### config.mk
export PLATFORM = sky130hd
export DESIGN_NAME = popcount_accumulator
export DESIGN_NICKNAME = d
export VERILOG_FILES = /design/src/rtl/popcount_accumulator.sv
export SDC_FILE = /design/constraint.sdc
export NUM_CORES = 1
export LEC_CHECK = 0
export CAP_MARGIN = 20
export CORE_MARGIN = 8
export CORE_UTILIZATION = 50
export CTS_BUF_LIST = sky130_fd_sc_hd__clkbuf_4 sky130_fd_sc_hd__clkbuf_8 sky130_fd_sc_hd__clkbuf_16
export CTS_CLUSTER_DIAMETER = 50
export DETAILED_ROUTE_END_ITERATION = 7
export DONT_BUFFER_PORTS = 1
export PLACE_DENSITY = 0.75
export RECOVER_POWER = 50
export SKIP_CTS_REPAIR_TIMING = 1
export SLEW_MARGIN = 10
export SYNTH_ARGS = -nofsm -noshare
export SYNTH_HDL_FRONTEND = slang
export SYNTH_SLANG_ARGS = --single-unit
export TNS_END_PERCENT = 5
### constraint.sdc
create_clock -name clk -period 2.4 [get_ports clk]
set_input_delay 0.48 -clock clk [delete_from_list [all_inputs] [get_ports clk]]
set_output_delay 0.48 -clock clk [all_outputs]
set_load 0.01 [all_outputs]
### src/rtl/popcount_accumulator.sv
// Sums WINDOW_LEN valid popcount samples into one result, offered on a valid/ready output.
// Out-of-range samples saturate to 8 and raise a sticky range error.
module popcount_accumulator #(
    parameter int WINDOW_LEN = 16,
    parameter int ACC_WIDTH  = 8
) (
    input  logic                 clk,
    input  logic                 rst_n,
    input  logic                 start,
    input  logic                 clear,
    input  logic [3:0]           count_in,
    input  logic                 count_valid,
    input  logic                 result_ready,
    output logic                 busy,
    output logic [ACC_WIDTH-1:0] result,
    output logic                 result_valid,
    output logic                 range_err,
    output logic [1:0]           dbg_state
);

    localparam int CNT_W = $clog2(WINDOW_LEN + 1);

    typedef enum logic [1:0] {
        S_IDLE  = 2'd0,
        S_ACCUM = 2'd1,
        S_DONE  = 2'd2
    } state_t;

    state_t               r_state;
    state_t               w_next;
    logic [ACC_WIDTH-1:0] r_acc;
    logic [ACC_WIDTH-1:0] r_result;
    logic [CNT_W-1:0]     r_cnt;
    logic                 r_range_err;
    logic                 w_over;
    logic [3:0]           w_sample;
    logic [ACC_WIDTH-1:0] w_sum;
    logic                 w_take;
    logic                 w_last;

    assign w_over   = (count_in > 4'd8);
    assign w_sample = w_over ? 4'd8 : count_in;
    assign w_sum    = r_acc + ACC_WIDTH'(w_sample);
    assign w_take   = (r_state == S_ACCUM) && count_valid;
    assign w_last   = w_take && (r_cnt == CNT_W'(WINDOW_LEN - 1));

    // Output handshake: result is offered while result_valid is high and is
    // taken on a cycle with result_ready=1 and clear=0.
    always_comb begin
        w_next = r_state;
        if (clear) begin
            w_next = S_IDLE;
        end else begin
            case (r_state)
                S_IDLE:  if (start)        w_next = S_ACCUM;
                S_ACCUM: if (w_last)       w_next = S_DONE;
                S_DONE:  if (result_ready) w_next = S_IDLE;
                default:                   w_next = S_IDLE;
            endcase
        end
    end

    always_ff @(posedge clk or negedge rst_n) begin
        if (!rst_n) begin
            r_state     <= S_IDLE;
            r_acc       <= '0;
            r_cnt       <= '0;
            r_result    <= '0;
            r_range_err <= 1'b0;
        end else begin
            r_state <= w_next;
            if (clear) begin
                // Abort keeps the last result and the error flag for inspection.
                r_acc <= '0;
                r_cnt <= '0;
            end else if ((r_state == S_IDLE) && start) begin
                r_acc       <= '0;
                r_cnt       <= '0;
                r_range_err <= 1'b0;
            end else if (w_take) begin
                r_acc <= w_sum;
                r_cnt <= r_cnt + CNT_W'(1);
                if (w_over) r_range_err <= 1'b1;
                if (w_last) r_result <= w_sum;
            end
        end
    end

    assign busy         = (r_state == S_ACCUM);
    assign result_valid = (r_state == S_DONE);
    assign result       = r_result;
    assign range_err    = r_range_err;
    assign dbg_state    = r_state;

endmodule

==> out/results.tsv, run 1 <==
stage	metric	value	unit
setup_path	CP Capture Type	flop	
sta	relative slew slack	17.84	%
synthesis	post-synthesis instance total	122	
global_routing	initial antenna violation count	0	
hold_path	Hold WC Path Type	in -> reg	
synthesis	Synth top area share	45.03	%
placement	Placer Congestion	0.8443	
power	clock network fraction of design power	24.5	%
route	DR iter-0 viols	31	
setup_path	Max stage delay on crit path	0.43	ns
setup_path	Setup crit start	r_acc[0]	
synthesis	flops & latches, synth	24	
synthesis	Synth cell types	46	
sta	Setup violations, final	0	
setup_path	Critical Path, Cell by Cell	ha_1 > fa_1 > a211oi_1 > nor2_1 > xnor2_1 > o21ai_1	
synthesis	top_reg_cell synth	dfrtp_1	
sta	worst slew pin tran	1.232	ns
cells_and_area	share of layout cells above drive strength 1	9.677	%
synthesis	Yosys top cell by area	dfrtp_1	
clocking	root buf cell	clkbuf_4	
route	antenna-violating nets left	0	
outcome	outcome	complete, no violations	
synthesis	Mapped Nets	139	
global_routing	vias in the first global route	891	
setup_path	Startpoint Class	flop	
floorplan	die area	4577	um^2
sta	Tcrit/Tclk final	78.14	%
synthesis	yosys synthesis warning count	0	
setup_path	Critical R2R Capture	result[6]	
floorplan	io pins	23	
placement	Cells after DPL	149	
power	Int Power	0.5073	mW
sta	Max Slew Vio Count	0	
cells_and_area	Area Overhead vs Synth	4.034	%
cells_and_area	filler cell count in the final layout	213	
setup_path	CP arrival	2.07	ns
floorplan	core box area	2500	um^2
route	routed wire length	2487	um
synthesis	synth top area cells	dfrtp_1 (45%), ha_1 (5.6%), xnor2_1 (3.3%)	
job	total of max-cap violations	0	
clocking	CTS max path bufs	2	
clocking	maximum level of the CTS H-tree	1	
power	sequential power share	63.8	%
sta	Worst Skew	0.001054	ns
global_routing	GRT Util Overall	11.90	%
route	drc violations	0	
synthesis	number of synthesized flops with an enable pin	0	
power	Sw Pwr	0.1700	mW
cells_and_area	post-route insts no fill	154	
clocking	Worst-path clk slew	0.11	ns
cells_and_area	most common cell after layout, fill and taps aside	dfrtp_1	
setup_path	slowest CP cell	fa_1	
hold_path	Hold Path Sink	dbg_state[0]	
cells_and_area	Final Util	55.51	%
route	total number of vias	903	
global_routing	global-route wire length before repair	4236	um
route	iteration count of the initial detailed-routing pass	4	
clocking	clock buffer count from CTS	3	
sta	Setup TNS	0	ns
global_routing	GRT met2 Usage	19.29	%
setup_path	reg2reg start	r_acc[0]	
route	wire per inst	16.15	um
power	leakage	0.6445	nW
power	worst vdd ir	471.9	uV
power	combinational share of power	11.7	%
floorplan	Rows	18	
power	pwr/cell area	488.1	nW/um^2
placement	Final HPWL DP	1915	um
floorplan	Initial Util	53.35	%
synthesis	Avg Cell Area, Syn	10.93	um^2
power	sw frac	25.10	%
global_routing	GRT met3 Usage	4.801	%
global_routing	Global Route met1 Usage	14.80	%
cells_and_area	Final #Nets	143	
hold_path	Hold Crit Start	clear	
cells_and_area	most frequent cells in the layout	dfrtp_1 (24), nor2_1 (8), a21oi_1 (6), nand2_1 (6), ha_1 (6)	
hold_path	Min-Delay Path Depth	1	
setup_path	Max FO, Critical Path	3	
synthesis	sequential element share of the synthesized area	45.03	%
clocking	TritonCTS clock tree	done	
sta	minimum clock period	1.875	ns
synthesis	cell area after synthesis	1334	um^2
floorplan	Die H	67.65	um
setup_path	setup slack, reg-to-reg	0.52	ns
cells_and_area	multi-input logic area	694.4	um^2
clocking	clk sink count	24	
placement	Port Buf Inserts	0	
setup_path	WP data required	2.60	ns
sta	fmax	0.5333	GHz
global_routing	most used routing layer	met2	
clocking	worst skew pair latency	0.30	ns
route	via/cell ratio	5.864	
cells_and_area	Diodes inserted	0	
global_routing	grt ovf	0	
global_routing	pin count of the biggest net entering global routing	25	
setup_path	R2R depth	6	
setup_path	critical path class	reg -> reg	
synthesis	async set-reset flop share out of synthesis	100.0	%
floorplan	die span in x	67.65	um
sta	RSZ-0062 raised after global routing	no	
cells_and_area	register area	600.6	um^2
sta	final hold viol count	0	
## state kept, by name, summed over array words and instances (netlist names)
register and count:
dbg_state 2, r_acc 8, r_cnt 5, range_err 1
result 8
## cell type report
type / instances / area share, %
tap: 30 / 2.705
timing repair buffer: 3 / 1.533
inverter: 3 / 0.8115
sequential: 24 / 43.28
multi-input combinational: 91 / 50.05
clock buffer: 3 / 1.623
## per-stage QoR
stage	hold slack, ns	cell area (um^2)	setup WS, ns	power (mW)
finish	0.2346	1388	0.5247	0.6773
global route	0.2106	1388	0.3925	0.7186
CTS	-0.1623	1374	0.5198	0.6785
detailed placement	0.1852	1351	0.3347	0.5097
global placement	0.1851	1351	0.3809	0.5076
floorplan	0.1844	1334	0.4643	0.4957
## per-layer routing
metal	up-vias	wire length (um)
met5	-	0
met4	0	0
met3	0	134
met2	13	1256
met1	435	1096
li1	455	-
## synth_stat cells, drive strengths merged, types with 3 or more instances
| cell type | instances |
|---|---|
| a21o | 3 |
| nor2 | 8 |
| mux2 | 4 |
| a22o | 4 |
| o21ai | 6 |
| nor2b | 5 |
| nand2 | 7 |
| ha | 6 |
| a211oi | 4 |
| inv | 3 |
| buf | 3 |
| nor3 | 3 |
| a21oi | 7 |
| xnor2 | 5 |
| dfrtp | 24 |
## critical path, delay by kind of cell (launching register included)
family | cells | cell delay, ns
flops | 1 | 0.41
simple gates | 1 | 0.11
xor+xnor | 1 | 0.17
fa+ha+maj | 2 | 0.68
compound gates | 2 | 0.41
## how the worst max path moves through the flow
stage	end	slack, ns	depth (start not counted)
global route	r_cnt[0]	0.39	2
detailed placement	r_acc[7]	0.33	6
finish	result[6]	0.52	6
global placement	result[4]	0.38	7
floorplan	r_acc[7]	0.46	6
CTS	result[6]	0.52	6
## power groups by stage
stage | Sequential (mW) | Clock, mW | Combinational (mW)
2_1_floorplan | 0.434 | 0 | 0.0621
3_3_place_gp | 0.439 | 0 | 0.0687
3_5_place_dp | 0.440 | 0 | 0.0698
4_1_cts | 0.432 | 0.176 | 0.0706
5_1_grt | 0.434 | 0.195 | 0.0896
6_report | 0.432 | 0.166 | 0.0793
## logic make-up after synthesis
group           synth area share, %
xor+xnor                      4.597
buf+inv                       2.908
fa+ha+maj                     7.129
flops                         45.03
simple gates                  16.79
compound gates                19.89
mux                           3.658
Power figures use the tool's default switching activity.
==> run 2: changes to the inputs <==
Settings changed: ABC_AREA set to 1.
Clock period 2.4 ns to 1.9 ns, I/O delays scaled along.
==> run 2 against run 1 <==
  * Via count increased by 12%
  * Largest cell class unchanged
  * Clock power increased by 61%
  * Count of clock-buffer cells in the layout increased by 1
  * Combinational power increased by 14%
  * Maximum frequency increased by 13%
  * Area after synthesis decreased by 1.7%
  * Design area increased by 0.63%
==> out/results.tsv, run 2 <==
stage	metric	value	unit	change
route	iteration count of the initial detailed-routing pass	4		unchanged
synthesis	flops & latches, synth	24		unchanged
sta	Hold WS	0.1118	ns	was 0.2346 ns
clocking	TritonCTS clock tree	done		unchanged
sta	Setup violations, final	0		unchanged
floorplan	die area	4517	um^2	was 4577 um^2
setup_path	WP data required	2.12	ns	was 2.60 ns
global_routing	most used routing layer	met2		unchanged
synthesis	Yosys top cell by area	dfrtp_1		unchanged
synthesis	Synth top area share	45.80	%	was 45.03%
global_routing	global-route wire length before repair	4657	um	was 4236 um
sta	final setup margin	0.2420	ns	was 0.5247 ns
cells_and_area	share of layout cells above drive strength 1	10.76	%	was 9.677%
global_routing	grt ovf	0		unchanged
setup_path	critical path class	reg -> reg		unchanged
sta	RSZ-0062 raised after global routing	no		unchanged
cells_and_area	Diodes inserted	0		unchanged
outcome	outcome	complete, no violations		unchanged
cells_and_area	Area Overhead vs Synth	6.489	%	was 4.034%
synthesis	Commonest cells post-synth	nand2_1 (46), dfrtp_1 (24), inv_1 (15), nor2_1 (12), nand3_1 (11)		was dfrtp_1 (24), nor2_1 (8), a21oi_1 (6), ha_1 (6), nand2_1 (6)
setup_path	R2R depth	6		unchanged
clocking	clock buffer count from CTS	3		unchanged
placement	Port Buf Inserts	0		unchanged
setup_path	CP endpoint	r_cnt[1]		was result[6]
cells_and_area	most common cell after layout, fill and taps aside	nand2_1		was dfrtp_1
clocking	worst skew pair latency	0.32	ns	was 0.30 ns
setup_path	CP arrival	1.88	ns	was 2.07 ns
route	total number of vias	1008		was 903
floorplan	Die H	67.21	um	was 67.65 um
sta	Setup TNS	0	ns	unchanged
power	leakage	0.7685	nW	was 0.6445 nW
synthesis	post-synthesis instance total	153		was 122
clocking	clk sink count	24		unchanged
global_routing	vias in the first global route	1099		was 891
synthesis	Synth cell types	30		was 46
setup_path	Max FO, Critical Path	9		was 3
clocking	CTS max path bufs	2		unchanged
placement	Placer Congestion	0.8106		was 0.8443
sta	minimum clock period	1.658	ns	was 1.875 ns
placement	Final HPWL DP	2055	um	was 1915 um
route	antenna-violating nets left	0		unchanged
synthesis	sequential element share of the synthesized area	45.80	%	was 45.03%
sta	worst slew pin tran	1.059	ns	was 1.232 ns
cells_and_area	Final Cell Area	1396	um^2	was 1388 um^2
synthesis	top_reg_cell synth	dfrtp_1		unchanged
sta	relative slew slack	29.40	%	was 17.84%
floorplan	io pins	23		unchanged
synthesis	most common cell in the netlist	nand2_1		was dfrtp_1
synthesis	Mapped Nets	170		was 139
global_routing	pin count of the biggest net entering global routing	25		unchanged
placement	pre-CTS setup slack	-0.03228	ns	was 0.3347 ns
global_routing	Global Route met1 Usage	14.78	%	was 14.80%
sta	Tcrit/Tclk final	87.26	%	was 78.14%
setup_path	Setup crit start	dbg_state[0]		was r_acc[0]
hold_path	Hold WC Path Type	in -> reg		unchanged
global_routing	GRT met3 Usage	4.801	%	unchanged
power	worst vdd ir	516.1	uV	was 471.9 uV
cells_and_area	Final #Nets	176		was 143
cells_and_area	Final Util	56.36	%	was 55.51%
clocking	Worst-path clk slew	0.13	ns	was 0.11 ns
clocking	root buf cell	clkbuf_4		unchanged
global_routing	GRT Util Overall	13.29	%	was 11.90%
sta	Max Slew Vio Count	0		unchanged
route	via/cell ratio	5.362		was 5.864
route	drc violations	0		unchanged
synthesis	Avg Cell Area, Syn	8.570	um^2	was 10.93 um^2
sta	fmax	0.6032	GHz	was 0.5333 GHz
route	wire per inst	13.97	um	was 16.15 um
clocking	maximum level of the CTS H-tree	1		unchanged
synthesis	synth top area cells	dfrtp_1 (46%), nand2_1 (13%), ha_1 (5.7%)		was dfrtp_1 (45%), ha_1 (5.6%), xnor2_1 (3.3%)
floorplan	Rows	18		unchanged
setup_path	reg2reg start	dbg_state[0]		was r_acc[0]
power	pwr/cell area	645.4	nW/um^2	was 488.1 nW/um^2
route	DR iter-0 viols	25		was 31
setup_path	Critical R2R Capture	r_cnt[1]		was result[6]
synthesis	cell area after synthesis	1311	um^2	was 1334 um^2
floorplan	Initial Util	52.93	%	was 53.35%
sta	final hold viol count	0		unchanged
synthesis	yosys synthesis warning count	0		unchanged
cells_and_area	most frequent cells in the layout	nand2_1 (46), dfrtp_1 (24), inv_1 (15)		was dfrtp_1 (24), nor2_1 (8), a21oi_1 (6), nand2_1 (6), ha_1 (6)
setup_path	Startpoint Class	flop		unchanged
global_routing	GRT met2 Usage	21.62	%	was 19.29%
synthesis	number of synthesized flops with an enable pin	0		unchanged
floorplan	core box area	2477	um^2	was 2500 um^2
floorplan	die span in x	67.21	um	was 67.65 um
synthesis	async set-reset flop share out of synthesis	100.0	%	unchanged
global_routing	initial antenna violation count	0		unchanged
setup_path	CP Capture Type	flop		unchanged
setup_path	setup slack, reg-to-reg	0.24	ns	was 0.52 ns
sta	Worst Skew	0.008072	ns	was 0.001054 ns
placement	placed cell area	1338	um^2	was 1351 um^2
job	total of max-cap violations	0		unchanged
route	routed wire length	2627	um	was 2487 um
## run 2: cell count changes after synthesis, moves of 3 or more
| cell | change |
|---|---|
| o21ai_1 | -3 |
| nand2_1 | +40 |
| nand3_1 | +9 |
| o21ai_2 | +3 |
| inv_1 | +12 |
| a211oi_1 | -4 |
| o21ai_0 | +3 |
| a22o_1 | -4 |
| xnor2_1 | -3 |
| nor2_1 | +4 |
| nor2b_1 | -5 |
## run 2: metal layers
metal / up-vias / part of all wire (%)
met3: 8 / 6.0
li1: 504 / -
met2: 27 / 49
met4: 0 / 1.9
met1: 469 / 44
met5: - / 0
## run 2: kinds of logic after synthesis
family	count (synthesis)	synth area share [%]
and+or+nand+nor	81	29.29
DFF	24	45.80
buffers and inverters	20	6.870
AOI/OAI and AO/OA	18	8.780
adders and majority gates	7	7.252
xor gates and xnor gates	3	2.004
## run 2: worst max-delay path, cell delays in order, from the launching register on
cell and delay [ns]:
dfrtp_1 0.48, inv_2 0.09, nor2_4 0.17, nand2_4 0.12
nand3_1 0.14, clkinv_1 0.27, a22o_2 0.29
## run 2: final cells by class
| type | instances | area, um^2 |
|---|---|---|
| well taps | 30 | 37.54 |
| clock buffers | 4 | 36.28 |
| multi-input cells | 109 | 620.6 |
| inverters | 19 | 78.83 |
| repair buffers | 2 | 22.52 |
| fillers | 230 | 1081 |
| flip-flops and latches | 24 | 600.6 |
## run 2: report_power, final
part / total (mW) / switching [mW] / internal [mW]
registers: 0.543 / 0.0172 / 0.526
logic: 0.0902 / 0.0594 / 0.0308
clock network: 0.268 / 0.151 / 0.117
## run 2: metrics by stage
step	power [mW]	cells
floorplan	0.6136	153
global placement	0.6284	182
detailed placement	0.6322	182
CTS	0.9049	186
global route	0.9490	188
finish	0.9012	188
## run 2: how the worst min path moves through the flow
stage | to | startpoint | slack [ns] | cells past startpoint
global route | dbg_state[0] | clear | 0.09 | 1
detailed placement | result[3] | rst_n | 0.09 | 0
finish | dbg_state[0] | clear | 0.11 | 1
CTS | r_cnt[0] | rst_n | -0.28 | 0
floorplan | dbg_state[0] | rst_n | 0.08 | 0
global placement | result[3] | rst_n | 0.09 | 0
